### config.mk
export PLATFORM = sky130hd
export DESIGN_NAME = divmmc_pager_flat
export DESIGN_NICKNAME = d
export VERILOG_FILES = /design/src/rtl/divmmc_pager_if.sv /design/src/rtl/divmmc_pager.sv /design/src/flat_wrapper.sv
export SDC_FILE = /design/constraint.sdc
export NUM_CORES = 1
export LEC_CHECK = 0
export CAP_MARGIN = 0
export CORE_MARGIN = 5
export CORE_UTILIZATION = 31
export DETAILED_ROUTE_END_ITERATION = 10
export GPL_ROUTABILITY_DRIVEN = 1
export PLACE_DENSITY_LB_ADDON = 0.12
export SLEW_MARGIN = 20
export SYNTH_ARGS = -nofsm -noshare
export SYNTH_HDL_FRONTEND = slang
export SYNTH_SLANG_ARGS = --single-unit
export TNS_END_PERCENT = 5
### constraint.sdc
create_clock -name clock28 -period 2.54 [get_ports clock28]
set_clock_uncertainty 0.15 [all_clocks]
set_input_delay 0.508 -clock clock28 [delete_from_list [all_inputs] [get_ports clock28]]
set_output_delay 0.508 -clock clock28 [all_outputs]
set_load 0.01 [all_outputs]
### src/rtl/divmmc_pager_if.sv
// Z80-side bus bundle for the divMMC pager: CPU strobes/address/data in,
// register readback and memory-select decode out.
interface divmmc_pager_if;
  logic        cep;
  logic        mreq, iorq, m1, rd, wr;
  logic [15:0] a;
  logic [7:0]  d;
  logic [7:0]  q;
  logic        qe;
  logic        map;
  logic        romSel, ramSel, ramWe;
  logic [3:0]  ramBank;

  modport master (
    output cep, mreq, iorq, m1, rd, wr, a, d,
    input  q, qe, map, romSel, ramSel, ramBank, ramWe
  );
  modport slave (
    input  cep, mreq, iorq, m1, rd, wr, a, d,
    output q, qe, map, romSel, ramSel, ramBank, ramWe
  );
endinterface

### src/rtl/divmmc_pager.sv
// divMMC paging: control port 0xE3 plus automap FSM with delayed/instant entry points.
// Optional macro DIVMMC_MAPRAM_EN enables the set-only MAPRAM bit.
module divmmc_pager (
  input  logic            clock28,
  input  logic            reset,
  divmmc_pager_if.slave   bus
);
  typedef enum logic [1:0] {IDLE = 2'd0, PEND_MAP = 2'd1, PEND_UNMAP = 2'd2} state_t;

  state_t      state, state_nx;
  logic        conmem, mapram, automap, automap_nx;
  logic [3:0]  bank, bank_hold, bank_cur;
  logic        port_hit, port_wr, fetch, entry, instant, exit_hit;
  logic        low_win, high_win;
  logic        unused_bits;

  assign port_hit = !bus.iorq && (bus.a[7:0] == 8'hE3);
  assign port_wr  = bus.cep && port_hit && !bus.wr;
  assign fetch    = bus.cep && !bus.m1 && !bus.mreq;
  assign entry    = fetch && (bus.a inside {16'h0000, 16'h0008, 16'h0038,
                                            16'h0066, 16'h04C6, 16'h0562});
  assign instant  = fetch && (bus.a[15:8] == 8'h3D);
  assign exit_hit = fetch && (bus.a[15:3] == 13'h03FF);

  // A pending action resolves on the first enabled cycle with mreq high,
  // so the end of one fetch always precedes the start of the next.
  always_comb begin
    state_nx   = state;
    automap_nx = automap;
    case (state)
      IDLE: begin
        if (entry)         state_nx = PEND_MAP;
        else if (exit_hit) state_nx = PEND_UNMAP;
        if (instant)       automap_nx = 1'b1;
      end
      PEND_MAP:
        if (bus.cep && bus.mreq) begin
          state_nx   = IDLE;
          automap_nx = 1'b1;
        end
      PEND_UNMAP:
        if (bus.cep && bus.mreq) begin
          state_nx   = IDLE;
          automap_nx = 1'b0;
        end
      default: state_nx = IDLE;
    endcase
  end

  always_ff @(posedge clock28 or negedge reset) begin
    if (!reset) begin
      state   <= IDLE;
      automap <= 1'b0;
      conmem  <= 1'b0;
      bank    <= 4'd0;
    end else begin
      state   <= state_nx;
      automap <= automap_nx;
      if (port_wr) begin
        conmem <= bus.d[7];
        bank   <= bus.d[3:0];
      end
    end
  end

`ifdef DIVMMC_MAPRAM_EN
  // MAPRAM can only be set by software; only reset clears it.
  always_ff @(posedge clock28 or negedge reset) begin
    if (!reset)                   mapram <= 1'b0;
    else if (port_wr && bus.d[6]) mapram <= 1'b1;
  end
  assign unused_bits = ^bus.d[5:4];
`else
  assign mapram      = 1'b0;
  assign unused_bits = ^bus.d[6:4];
`endif

  assign bus.map = conmem | automap;
  assign low_win  = bus.map && (bus.a[15:13] == 3'b000);
  assign high_win = bus.map && (bus.a[15:13] == 3'b001);

  assign bus.romSel = low_win && (conmem || !mapram);
  assign bus.ramSel = (low_win && !conmem && mapram) || high_win;
  assign bus.ramWe  = high_win && !(mapram && (bank == 4'd3));
  assign bank_cur   = low_win ? 4'd3 : bank;

  // Bank output keeps the last selected bank while no RAM is selected.
  always_ff @(posedge clock28 or negedge reset) begin
    if (!reset)          bank_hold <= 4'd0;
    else if (bus.ramSel) bank_hold <= bank_cur;
  end
  assign bus.ramBank = bus.ramSel ? bank_cur : bank_hold;

  assign bus.qe = port_hit && !bus.rd;
  assign bus.q  = {conmem, mapram, 2'b00, bank};
endmodule

### src/flat_wrapper.sv
// flat-port wrapper written by rule: the top's interface ports become plain ports
module divmmc_pager_flat 
  (clock28, reset, bus_cep, bus_mreq, bus_iorq, bus_m1, bus_rd, bus_wr, bus_a, bus_d, bus_q, bus_qe, bus_map, bus_romSel, bus_ramSel, bus_ramBank, bus_ramWe);
  divmmc_pager_if bus_i ();
  input  logic clock28;
  input  logic reset;
  input wire logic [$bits(bus_i.cep)-1:0] bus_cep;
  input wire logic [$bits(bus_i.mreq)-1:0] bus_mreq;
  input wire logic [$bits(bus_i.iorq)-1:0] bus_iorq;
  input wire logic [$bits(bus_i.m1)-1:0] bus_m1;
  input wire logic [$bits(bus_i.rd)-1:0] bus_rd;
  input wire logic [$bits(bus_i.wr)-1:0] bus_wr;
  input wire logic [$bits(bus_i.a)-1:0] bus_a;
  input wire logic [$bits(bus_i.d)-1:0] bus_d;
  output wire logic [$bits(bus_i.q)-1:0] bus_q;
  output wire logic [$bits(bus_i.qe)-1:0] bus_qe;
  output wire logic [$bits(bus_i.map)-1:0] bus_map;
  output wire logic [$bits(bus_i.romSel)-1:0] bus_romSel;
  output wire logic [$bits(bus_i.ramSel)-1:0] bus_ramSel;
  output wire logic [$bits(bus_i.ramBank)-1:0] bus_ramBank;
  output wire logic [$bits(bus_i.ramWe)-1:0] bus_ramWe;
  assign bus_i.cep = bus_cep;
  assign bus_i.mreq = bus_mreq;
  assign bus_i.iorq = bus_iorq;
  assign bus_i.m1 = bus_m1;
  assign bus_i.rd = bus_rd;
  assign bus_i.wr = bus_wr;
  assign bus_i.a = bus_a;
  assign bus_i.d = bus_d;
  assign bus_q = bus_i.q;
  assign bus_qe = bus_i.qe;
  assign bus_map = bus_i.map;
  assign bus_romSel = bus_i.romSel;
  assign bus_ramSel = bus_i.ramSel;
  assign bus_ramBank = bus_i.ramBank;
  assign bus_ramWe = bus_i.ramWe;
  divmmc_pager u_core (.clock28(clock28), .reset(reset), .bus(bus_i));
endmodule
==> impl_metrics.ini, run 1 <==
[outcome]
status = finished, final reports clean

[clock_network]
cts_tree = done
cts.path.max_buffers = 2
cts-buffers-inserted = 3
worstSkewPairLatency_ns = 0.26
ctsHtreeMaxLevel = 1
clock_sinks = 12
cts_root_buffer = clkbuf_4
clk_pin_slew_ns = 0.07

[floorplanning]
die-area_mm2 = 0.00371
num_rows = 18
dieHeight_um = 60.9
start_util = 0.325
die_w_um = 60.9
ios = 49
design.core.area_mm2 = 0.00248

[synth]
syn_area_um2 = 805
ys_seq_area_frac = 0.373
syn_inst = 79
avgSynthCellArea_um2 = 10.2
ys.flop_type = dfrtp_1
yosysWarnings = 0
ys_ff_latch = 12
synth_cell_types = 31
synth_edf_count = 0
async_flop_share = 1.00

[critical_path]
crit_path_start_kind = input pin
arrival_ns = 1.76
crit_required_ns = 1.88
critPathKind = input pin to primary output
crit_fanout = 5
crit_path_end_kind = primary output

[power]
power_density_mw_per_mm2 = 338
ir_drop_mv = 0.208
power.leakage_nw = 0.661

[route]
via_per_inst = 4.93
wire_per_inst_um = 13.0
drtIter0Drc = 25
vias = 834
final_antenna_net_count = 0
drcViolationCount = 0
firstDrtPassIters = 4
wl_mm = 2.19

[finish]
multi_input_area_um2 = 488
drive_gt1_frac = 0.295
seq_area_um2 = 300
final_common_cell = clkdlybuf4s50_1
num-fill-cells = 237
n_antenna_cell = 0
stdcell_count = 169
area_growth_pct = 73.9
final_nets = 176
layout_common_cells = clkdlybuf4s50_1 (33), buf_4 (17), dfrtp_1 (12)

[global_route]
grt_pass1_wl_mm = 3.26
grt-ovfl-total = 0
grt_max_degree = 13
grt_pass1_vias = 808
antenna_found_initial = 0
track_usage = 0.119

[sta]
finalHoldViolCount = 0
setup-violations-final = 0
rsz0062_at_grt = false
worstMarginPinSlew_ns = 0.516
period_minus_slack_ns = 2.42
relSlewSlack = 0.655
finalCritPeriodShare = 0.953
max_freq_ghz = 0.413
drv_slew = 0
fin_tns_setup_ns = 0

[place]
dp_hpwl_mm = 1.87
gp_congestion = 0.787
dp.cells = 164
numPortBuffers = 42

[worst_hold_path]
hp-class = flop to flop

[job]
maxCapViolCount = 0
## worst max-delay path, stage by stage
cell	delay, ns
clkdlybuf4s50_1	0.43
nor3_2	0.18
nand2_2	0.15
buf_4	0.16
inv_1	0.05
dlygate4sd2_1	0.27
## cells by family after synthesis
group | share of synthesized area
AND/OR/NAND/NOR | 0.269
flip-flops | 0.373
AO/OA/AOI/OAI | 0.0995
buffers and inverters | 0.0653
multiplexers | 0.126
adder cells (fa/ha/maj) | 0.0622
other | 0.00466
## stage by stage
| stage | hold slack, ns | power [mW] | instance area [um2] | setup WS, ns | utilization |
|---|---|---|---|---|---|
| global placement | 0.329 | 0.330 | 1350 | -0.244 | 0.546 |
| CTS | 0.358 | 0.477 | 1390 | -0.0172 | 0.561 |
| finish | 0.346 | 0.473 | 1400 | 0.121 | 0.565 |
| global route | 0.370 | 0.502 | 1400 | 0.0284 | 0.565 |
| detailed placement | 0.341 | 0.332 | 1350 | -0.252 | 0.546 |
| floorplan | 0.0624 | 0.251 | 812 | 0.581 | - |
## registers in the layout, summed over array words and instances, names as in the netlist
signal and count:
u_core.state 2, u_core.conmem 1, u_core.bank 4, u_core.automap 1, u_core.bank_hold 4
## Yosys cell counts (2+ instances only)
cell / instances / area [um2]
dfrtp_1: 12 / 300
mux2_2: 9 / 101
nor2_1: 6 / 22.5
buf_4: 5 / 37.5
ha_1: 4 / 50.1
inv_1: 4 / 15.0
nand2_1: 4 / 15.0
and3_1: 3 / 18.8
nor2b_1: 3 / 18.8
nor3_1: 3 / 15.0
nor4_1: 3 / 18.8
a31oi_1: 2 / 12.5
nand4_1: 2 / 12.5
o2111ai_1: 2 / 17.5
## final timing paths
path	start	end	slack, ns	depth (start not counted)
min in group asynchronous	reset	u_core.automap	0.43	1
max in group asynchronous	reset	u_core.bank[3]	1.46	1
worst max-delay path	bus_a[15]	bus_ramSel	0.12	6
worst min-delay path	u_core.bank_hold[0]	u_core.bank_hold[0]	0.35	1
worst min register to register	u_core.bank_hold[0]	u_core.bank_hold[0]	0.35	1
worst max register to register	u_core.state[0]	u_core.state[0]	0.61	6
## routing by layer
layer / track usage / vias up / routed length [um]
met4: 0.0743 / 0 / 36
met3: 0.00851 / 2 / 186
li1: - / 412 / -
met5: 0 / - / 0
met1: 0.145 / 382 / 915
met2: 0.202 / 38 / 1050
## report_power, final
| part | total, mW | internal, mW | leakage (nW) | switching (mW) |
|---|---|---|---|---|
| combinational | 0.128 | 0.0776 | 0.479 | 0.0502 |
| sequential | 0.201 | 0.196 | 0.162 | 0.00506 |
| clock | 0.144 | 0.0869 | 0.0210 | 0.0571 |
| total | 0.473 | 0.361 | 0.661 | 0.112 |
## repair_timing
action                                  CTS  global route
cloned                                    0             0
setup buffers                             0             1
endpoints found under the setup margin    8             5
gates resized for setup                  11            15
hold buffers                              0             0
pin swaps                                 2             2
## final cells by class
cell class,instances,share of cell area
sequential,12,0.215
inverter,4,0.0107
clock buffer,4,0.0259
tap,30,0.0268
timing repair buffer,59,0.373
multi-input combinational,60,0.349
Power figures use the tool's default switching activity.
==> inputs of run 2 (changes only) <==
--- a/config.mk
+++ b/config.mk
@@ -11,6 +11,7 @@
 export DETAILED_ROUTE_END_ITERATION = 10
 export GPL_ROUTABILITY_DRIVEN = 1
 export PLACE_DENSITY_LB_ADDON = 0.12
+export REMOVE_ABC_BUFFERS = 1
 export SLEW_MARGIN = 20
 export SYNTH_ARGS = -nofsm -noshare
 export SYNTH_HDL_FRONTEND = slang
==> run 2 against run 1 <==
Final area down 1.5%. First-iteration DRC count down 84%. Die area unchanged. Sequential power about the same. Via count down 1.1%. Hold slack better by 0.0024 ns. Routed wire length down 5.2%. Utilization down 0.86 points. Setup slack worse by 0.071 ns. Count of clock-buffer cells in the layout unchanged. Sequential cell count unchanged. Non-clock buffer count down 3. Critical endpoint is now bus_ramBank[1]. Largest power group unchanged.
==> impl_metrics.ini, run 2 (synthesized netlist as in run 1, its figures left out) <==
[power]
power.leakage_nw = 0.667
p_total_mw = 0.467
power_density_mw_per_mm2 = 339
ir_drop_mv = 0.176

[sta]
period_minus_slack_ns = 2.49
finalHoldViolCount = 0
drv_slew = 0
max_freq_ghz = 0.401
rsz0062_at_grt = true
relSlewSlack = 0.667
worst_slack_ns = 0.0492
finalCritPeriodShare = 0.981
setup-violations-final = 0
hold_ws_ns = 0.348
worstMarginPinSlew_ns = 0.498

[place]
dp_hpwl_mm = 1.84
placed_area_mm2 = 0.00134
gp_congestion = 0.748
post-place-ws_ns = -0.274
dp.cells = 162
numPortBuffers = 42

[route]
firstDrtPassIters = 2
wl_mm = 2.08
wire_per_inst_um = 12.5
drtIter0Drc = 4
final_antenna_net_count = 0
via_per_inst = 4.97
drcViolationCount = 0
vias = 825

[finish]
num-fill-cells = 260
design_area_mm2 = 0.00138
reg_top3 = u_core.bank (4), u_core.bank_hold (4), u_core.state (2)
seq_area_um2 = 300
final_common_cell = clkdlybuf4s50_1
final_nets = 173
layout_common_cells = clkdlybuf4s50_1 (33), buf_4 (14), dfrtp_1 (12)
multi_input_area_um2 = 467
drive_gt1_frac = 0.235
n_antenna_cell = 0
area_growth_pct = 71.2
stdcell_count = 166

[floorplanning]
dieHeight_um = 60.9
design.core.area_mm2 = 0.00248
num_rows = 18
ios = 49
die-area_mm2 = 0.00371
die_w_um = 60.9
start_util = 0.325

[critical_path]
crit_fanout = 5
critPathKind = input pin to primary output
cp_slowest_cell = clkdlybuf4s50_1
crit_path_end_kind = primary output
max_stage_delay_ns = 0.49
path_cells = clkdlybuf4s50_1 -> nor3_2 -> nand2_2 -> mux2_2 -> dlygate4sd2_1
crit_path_start_kind = input pin
arrival_ns = 1.83
ff2ff_path_depth = 6
crit_required_ns = 1.88

[clock_network]
cts_tree = done
hold_buffers = 0
cts.path.max_buffers = 2
worstSkewPairLatency_ns = 0.26
ctsHtreeMaxLevel = 1
clk_pin_slew_ns = 0.07
cts-buffers-inserted = 3
cts_root_buffer = clkbuf_4
clock_sinks = 12

[worst_hold_path]
whs_path_depth = 1
hp-class = flop to flop

[global_route]
grt_pass1_wl_mm = 3.36
grt-ovfl-total = 0
grt_max_degree = 13
track_usage = 0.119
antenna_found_initial = 0
grt_pass1_vias = 809

[outcome]
status = finished, final reports clean

[job]
maxCapViolCount = 0
run 2: through the flow:
step,utilization,setup TNS (ns)
6_report,0.556,0
5_1_grt,0.556,-0.00688
4_1_cts,0.554,-0.235
3_5_place_dp,0.540,-1.83
3_3_place_gp,0.540,-1.69
2_1_floorplan,-,0
run 2: final cells by class:
type | count | area share
Clock buffer | 4 | 0.0263
Timing Repair Buffer | 56 | 0.379
Sequential cell | 12 | 0.218
Inverter | 4 | 0.0109
Multi-Input combinational cell | 60 | 0.339
Tap cell | 30 | 0.0272
run 2: per-layer routing:
metal,vias up,part of all wire,GRT usage
met5,-,0,0
met4,0,0.013,0.0650
met3,2,0.085,0.0106
met2,34,0.50,0.212
met1,385,0.40,0.140
li1,404,-,-
run 2: path summary, 6_finish.rpt:
path	start	endpoint	slack, ns
worst max-delay path	bus_a[14]	bus_ramBank[1]	0.05
worst min-delay path	u_core.bank_hold[2]	u_core.bank_hold[2]	0.35
worst max register to register	u_core.state[0]	u_core.state[0]	0.58
worst min register to register	u_core.bank_hold[2]	u_core.bank_hold[2]	0.35
max in group asynchronous	reset	u_core.state[0]	1.48
min in group asynchronous	reset	u_core.bank_hold[2]	0.43
run 2: where the power goes:
part / total (mW) / internal [mW] / switching (mW) / leakage, nW
logic: 0.122 / 0.0741 / 0.0476 / 0.484
clock network: 0.145 / 0.0869 / 0.0577 / 0.0210
registers: 0.201 / 0.196 / 0.00503 / 0.162
total: 0.467 / 0.357 / 0.110 / 0.667
run 2: what timing repair did:
action,CTS,global route
endpoints found under the setup margin,8,4
setup buffers,0,0
pin swaps,0,2
resized for setup,9,2
endpoints found under the hold margin,0,0
run 2: critical path: cells and delay by family:
kind	cells	cell delay (ns)
AND/OR/NAND/NOR	2	0.18
buffers and inverters	2	0.78
multiplexers	1	0.36
==> inputs of run 3 (changes only) <==
--- a/config.mk
+++ b/config.mk
@@ -8,11 +8,12 @@
 export CAP_MARGIN = 0
 export CORE_MARGIN = 5
 export CORE_UTILIZATION = 31
+export CTS_BUF_LIST = sky130_fd_sc_hd__clkbuf_4 sky130_fd_sc_hd__clkbuf_8 sky130_fd_sc_hd__clkbuf_16
+export CTS_CLUSTER_DIAMETER = 50
 export DETAILED_ROUTE_END_ITERATION = 10
 export GPL_ROUTABILITY_DRIVEN = 1
 export PLACE_DENSITY_LB_ADDON = 0.12
 export REMOVE_ABC_BUFFERS = 1
-export SLEW_MARGIN = 20
 export SYNTH_ARGS = -nofsm -noshare
 export SYNTH_HDL_FRONTEND = slang
 export SYNTH_SLANG_ARGS = --single-unit
==> results of run 3 <==
Final layout, timing and power as in run 2 (identical DEF).
